===== src/rtl/rv_wb_stage_if.sv =====
// Write-back stage bus: result sources and select controls in, registered
// write-back data out.
interface rv_wb_stage_if #(
    parameter int WIDTH = 32
);
    logic [WIDTH-1:0] mem_out;
    logic [WIDTH-1:0] alu_out;
    logic [WIDTH-1:0] return_addr;
    logic [WIDTH-1:0] imm_out;
    logic [WIDTH-1:0] pc_signed_offset;
    logic [1:0]       memtoreg;
    logic [6:0]       opcode_out_d;
    logic [WIDTH-1:0] wb_data;

    // Upstream datapath side: drives the sources and controls.
    modport master (
        output mem_out,
        output alu_out,
        output return_addr,
        output imm_out,
        output pc_signed_offset,
        output memtoreg,
        output opcode_out_d,
        input  wb_data
    );

    // Write-back stage side.
    modport slave (
        input  mem_out,
        input  alu_out,
        input  return_addr,
        input  imm_out,
        input  pc_signed_offset,
        input  memtoreg,
        input  opcode_out_d,
        output wb_data
    );
endinterface


===== src/rtl/rv_wb_stage.sv =====
// RV32I write-back result select: picks load data, ALU result or a
// U-type/jump source and registers it for the register-file write port.
module rv_wb_stage #(
    parameter int WIDTH = 32
) (
    input  logic          clk,
    input  logic          rst,
    rv_wb_stage_if.slave  bus
);
    typedef enum logic [1:0] {
        WB_MEM  = 2'b00,
        WB_ALU  = 2'b01,
        WB_OPC  = 2'b10,
        WB_RSVD = 2'b11
    } wb_src_t;

    typedef enum logic [6:0] {
        OP_AUIPC = 7'b0010111,
        OP_LUI   = 7'b0110111,
        OP_JAL   = 7'b1101111,
        OP_JALR  = 7'b1100111
    } wb_opcode_t;

    logic [WIDTH-1:0] opc_d;
    logic [WIDTH-1:0] sel_d;
    logic [WIDTH-1:0] wb_q;

    // Opcode decode only matters when memtoreg selects it; unknown opcodes
    // fall back to the ALU result.
    always_comb begin
        opc_d = bus.alu_out;
        case (bus.opcode_out_d)
            OP_AUIPC: opc_d = bus.return_addr;
            OP_LUI:   opc_d = bus.imm_out;
            OP_JAL:   opc_d = bus.pc_signed_offset;
            OP_JALR:  opc_d = bus.pc_signed_offset;
            default:  opc_d = bus.alu_out;
        endcase
    end

    always_comb begin
        sel_d = bus.alu_out;
        case (bus.memtoreg)
            WB_MEM:  sel_d = bus.mem_out;
            WB_ALU:  sel_d = bus.alu_out;
            WB_OPC:  sel_d = opc_d;
            WB_RSVD: sel_d = bus.alu_out;
            default: sel_d = bus.alu_out;
        endcase
    end

    always_ff @(posedge clk) begin
        if (rst) begin
            wb_q <= '0;
        end else begin
            wb_q <= sel_d;
        end
    end

    assign bus.wb_data = wb_q;
endmodule


===== src/flat_wrapper.sv =====
// flat-port wrapper written by rule: the top's interface ports become plain ports
module rv_wb_stage_flat 
#(
    parameter int WIDTH = 32
)
  (clk, rst, bus_mem_out, bus_alu_out, bus_return_addr, bus_imm_out, bus_pc_signed_offset, bus_memtoreg, bus_opcode_out_d, bus_wb_data);
  rv_wb_stage_if #(.WIDTH(WIDTH)) bus_i ();
  input  logic clk;
  input  logic rst;
  input wire logic [$bits(bus_i.mem_out)-1:0] bus_mem_out;
  input wire logic [$bits(bus_i.alu_out)-1:0] bus_alu_out;
  input wire logic [$bits(bus_i.return_addr)-1:0] bus_return_addr;
  input wire logic [$bits(bus_i.imm_out)-1:0] bus_imm_out;
  input wire logic [$bits(bus_i.pc_signed_offset)-1:0] bus_pc_signed_offset;
  input wire logic [$bits(bus_i.memtoreg)-1:0] bus_memtoreg;
  input wire logic [$bits(bus_i.opcode_out_d)-1:0] bus_opcode_out_d;
  output wire logic [$bits(bus_i.wb_data)-1:0] bus_wb_data;
  assign bus_i.mem_out = bus_mem_out;
  assign bus_i.alu_out = bus_alu_out;
  assign bus_i.return_addr = bus_return_addr;
  assign bus_i.imm_out = bus_imm_out;
  assign bus_i.pc_signed_offset = bus_pc_signed_offset;
  assign bus_i.memtoreg = bus_memtoreg;
  assign bus_i.opcode_out_d = bus_opcode_out_d;
  assign bus_wb_data = bus_i.wb_data;
  rv_wb_stage #(.WIDTH(WIDTH)) u_core (.clk(clk), .rst(rst), .bus(bus_i));
endmodule

===== config.mk =====
export PLATFORM = sky130hd
export DESIGN_NAME = rv_wb_stage_flat
export DESIGN_NICKNAME = d
export VERILOG_FILES = /design/src/rtl/rv_wb_stage_if.sv /design/src/rtl/rv_wb_stage.sv /design/src/flat_wrapper.sv
export SDC_FILE = /design/constraint.sdc
export NUM_CORES = 1
export LEC_CHECK = 0
export CORE_ASPECT_RATIO = 1.1
export CORE_MARGIN = 1
export CORE_UTILIZATION = 30
export DETAILED_ROUTE_END_ITERATION = 12
export HOLD_SLACK_MARGIN = 0.15
export PLACE_DENSITY_LB_ADDON = 0.08
export SYNTH_ARGS = -nofsm -noshare
export SYNTH_HDL_FRONTEND = slang
export SYNTH_SLANG_ARGS = --single-unit

===== constraint.sdc =====
create_clock -name clk -period 2.48 [get_ports clk]
set_clock_uncertainty 0.1 [all_clocks]
set_input_delay 0.248 -clock clk [delete_from_list [all_inputs] [get_ports clk]]
set_output_delay 0.248 -clock clk [all_outputs]
set_load 0.03 [all_outputs]

=== Yosys cells after proc, flatten, opt, wreduce, memory -nomap -nowiden ===
Index checks and enable logic that the tools add are counted.

* Output and inout bits: 32
* Latch bits: 0
* Memories kept: 0
* Memory bits (writable): 0
* Bits in read-only memories: 0
* Input bits: 171
* Word-level logic and storage cells: 13
* Flip-flop bits (word level): 32

* Shift-type cells: 0
* Multipliers: 0
* Divide/modulo/power cells: 0
* Order comparisons: 0
* Bitwise operators: 0
* Multiplexer cells: 2
* $add $sub $neg: 0
* Reductions and logical operators: 3
* Equal/unequal tests: 7

{| class="wikitable"
|+ Operator list
! kind !! count
|-
| $pmux W32 S3 || 2
|-
| $eq A7 B7 Y1 const B || 2
|-
| $eq A7 B5 Y1 const B || 1
|-
| $eq A7 B6 Y1 const B || 1
|-
| $eq A2 B2 Y1 const B || 2
|-
| $reduce_or A2 Y1 || 2
|-
| $eq A2 B1 Y1 const B || 1
|-
| $logic_not A2 Y1 || 1
|}

=== Depth between registers and ports, before layout ===
* Word-level depth: 4
* Gate-level depth with buffers: 7
* Mapped depth without buffers: 4

=== Worst setup path before layout ===
No wires, ideal clock.

* Path kind: in2reg
* Start point: in bus_opcode_out_d[2]
* End point: reg u_core.wb_q[10] (netlist: u_core.bus.wb_data[10])
* Arrival time: 1.659 ns
* Setup time: 0.122 ns
* Path slack: 0.600 ns
* Stages on the path: 7
* Cell sequence: nand3_1 > or4b_1 > buf_2 > and3b_1 > buf_2 > buf_6 > a221o_1

* Word-level cells in the longest chain between the ends: 4
* Elaborated cells between the ends (all ways): 7

{| class="wikitable"
|+ RTL lines
! what !! RTL line !! RTL
|-
| start: declaration || flat_wrapper.sv:16 || <nowiki>input wire logic [$bits(bus_i.opcode_out_d)-1:0] bus_opcode_out_d;</nowiki>
|-
| $eq A7 B7 Y1 || rv_wb_stage.sv:32 || <nowiki>case (bus.opcode_out_d)</nowiki>
|-
| $reduce_or A2 Y1 (no line) || n/a ||
|-
| $pmux W32 S3 * || rv_wb_stage.sv:32 ||
|-
| $pmux W32 S3 * || rv_wb_stage.sv:43 || <nowiki>case (bus.memtoreg)</nowiki>
|-
| end signal: assignment || rv_wb_stage.sv:56 || <nowiki>wb_q <= sel_d;</nowiki>
|-
| end: declaration || rv_wb_stage.sv:26 || <nowiki>logic [WIDTH-1:0] wb_q;</nowiki>
|}

Every way passes the cells marked *; elsewhere a longest branch is shown, timed or not.
A chain may end at the register's enable or synchronous reset.

=== Worst setup path in the final report ===
* Start point: in bus_opcode_out_d[1]
* End point: reg u_core.wb_q[23] (netlist: u_core.bus.wb_data[23])

Same word-level chain as after synthesis.

==> run summary <==
share of layout cells above drive strength 1 - 0.0521
first-pass GRT wire length - 12900 um
Max-Cap Viols - 0
largest net degree at the start of global routing - 35
Final nets - 592
final hold violation count - 0
grt met1 use - 0.239
outcome - finished clean
Inserted Diodes - 0
Net Count, Synth - 402
Largest register FFs - 32
Core ar. - 0.00671 mm^2
post-synthesis cell count - 231
H-Tree Level Count - 2
Slew HR - 0.477
Top FF cell, synth - dfxtp_1
RSZ-0062 raised after global routing - no
data required time at the worst endpoint - 2540 ps
Fmax - 0.491 GHz
CP Capture Type - register
M2 GR Usage - 0.435
Buf+Inv Stages, Crit Path - 2
clock group share of total power - 0.293
Most Used Layer, Global Route - met2
vias in the first global route - 2649
final count of pins violating max slew - 0
Critical Path Slowest Stage Cell - or4b_1
net switching power - 0.451 mW
Die H - 90.1 um
pwr/cell area - 392 mW/mm^2
dpl hpwl - 6550 um
1st-iter DRT viols - 102
YS warnings - 0
post-synthesis xor/xnor area fraction - 0
Max IR drop VDD - 0.253 mV
Commonest cells post-synth - 33 x nor2_1, 32 x dfxtp_1, 32 x o2bb2ai_1
register bit count reported by yosys - 32
most numerous cell in the Yosys netlist - nor2_1
sequential element share of the synthesized area - 0.303
Period minus WS final - 2040 ps
Routed Antenna Nets - 0
setup bufs post-CTS - 0
Cell Area, Placed - 0.00420 mm^2
Site Rows - 31
Mean Syn Cell Area - 9.16 um^2
mux cell area share after synthesis - 0.152
Hold Path Class - input port to register
Worst EP arrival - 2100 ps
simple-gate share of the synthesized area - 0.0857
Sw Share - 0.267
DIE WIDTH - 82.1 um
DIE AREA - 0.00739 mm^2
Clock transition at path regs - 80 ps
Synth Area in Adders - 0
Lkg Pwr - 1.66 nW
clk sinks - 32
P_int - 1.24 mW
met3 Usage GRT - 0.0579
Post-synth EDFFs - 0
Yosys top cell by area - dfxtp_1
Setup TNS Final - 0 ps
TritonCTS Buffers - 5
first-pass iteration count of the detailed router - 4
period utilization - 0.821
Seq pwr share - 0.334
DRC - 0
DRT Wirelength - 8650 um
post-DR vias/cell - 5.30
CP Max Fanout - 17
initial antenna violation count - 0
CP startpoint kind - input port
Port-buffer cells - 202
Clock Tree Buf Depth - 2
CP max stage delay - 510 ps
Area contributors post-synth - dfxtp_1 30%, a221o_1 15%, mux2i_1 15%
post-route cell area - 0.00431 mm^2
GPL Wtd Cong - 0.813
DR vias - 2673
Synth-to-Final Area Change - 104%
CP Cell Sequence - clkdlybuf4s50_1 > nand3_1 > or4b_1 > and3b_1 > buf_4 > a221o_1
final hold slack - 497 ps
Compound-Gate Fraction of Synth Area - 0.396
GR Overflow Total - 0
routed len/inst - 17.2 um
Cell Area, Synth - 0.00212 mm^2
Starting Density - 0.315
async set-reset flop share out of synthesis - 0
kind of critical path - input port to register
TritonCTS clock tree - yes
share of the synthesized area in the top cell type - 0.303
number of library cell types mapped by synthesis - 20
Post-CTS Resized - 0
Tot GR Track Use - 0.231
largest family of logic cells by synthesized area - compound AO/OA/AOI/OAI gates
# IOs - 203
setup violators final - 0
kind of cell adding the most delay to the critical path - simple AND/OR/NAND/NOR gates
Logic pwr share - 0.373
CTS Hold Bufs - 0
Root Buffer - clkbuf_8
Worst Max-Slew Pin Slew - 784 ps
placed cells by master, fill, tap and decap left out:
cell               n
a211o_1            1
a21oi_1            1
a221o_1           31
a22oi_1           31
and2_1             1
and3b_1            1
buf_12             1
buf_2              1
buf_4              9
bufinv_16          1
clkbuf_1           1
clkbuf_8           5
clkdlybuf4s50_1  201
clkinv_2           1
dfxtp_1           32
mux2_2             1
mux2i_1           31
nand2_1            2
nand3_1            1
nor2_1            32
nor2_2             1
nor3_2             1
nor3b_1            1
nor3b_2            1
o2bb2ai_1         32
or4b_1             1
through the flow:
| stage | instances | power [mW] | utilization | worst slack (ps) |
|---|---|---|---|---|
| floorplan | 231 | 0.818 | - | 600 |
| global placement | 496 | 1.20 | 0.626 | 194 |
| detailed placement | 496 | 1.21 | 0.626 | 167 |
| CTS | 504 | 1.70 | 0.642 | 460 |
| global route | 504 | 1.76 | 0.642 | 348 |
| finish | 504 | 1.69 | 0.642 | 443 |
power groups by stage:
stage,logic (mW),registers [mW],clock network (mW)
after CTS,0.635,0.566,0.505
after detailed placement,0.632,0.577,0
after global routing,0.670,0.568,0.521
after global placement,0.624,0.577,0
after floorplan,0.160,0.658,0
final,0.631,0.565,0.494
worst paths after layout:
path / to / from / depth (start not counted)
min: u_core.bus.wb_data[11]$_SDFF_PP0_ / bus_alu_out[11] / 2
max: u_core.bus.wb_data[23]$_SDFF_PP0_ / bus_opcode_out_d[1] / 6
layout make-up:
| type | instances | area (um^2) |
|---|---|---|
| clock inverters | 2 | 35.0 |
| multi-input cells | 170 | 1350 |
| well taps | 82 | 103 |
| flip-flops and latches | 32 | 641 |
| clock buffers | 6 | 72.6 |
| repair buffers | 212 | 2100 |
| fillers | 609 | 2400 |
cell families after synthesis:
kind of cell    Yosys count
compound gates           96
simple gates             42
mux                      32
flops                    32
buf+inv                  29
per-layer routing:
layer  up-vias  share of wire
met5         -              0
met4         0          0.021
met3        13          0.089
met2       135           0.53
met1      1216           0.36
li1       1309              -
(Power assumes the default switching activity.)
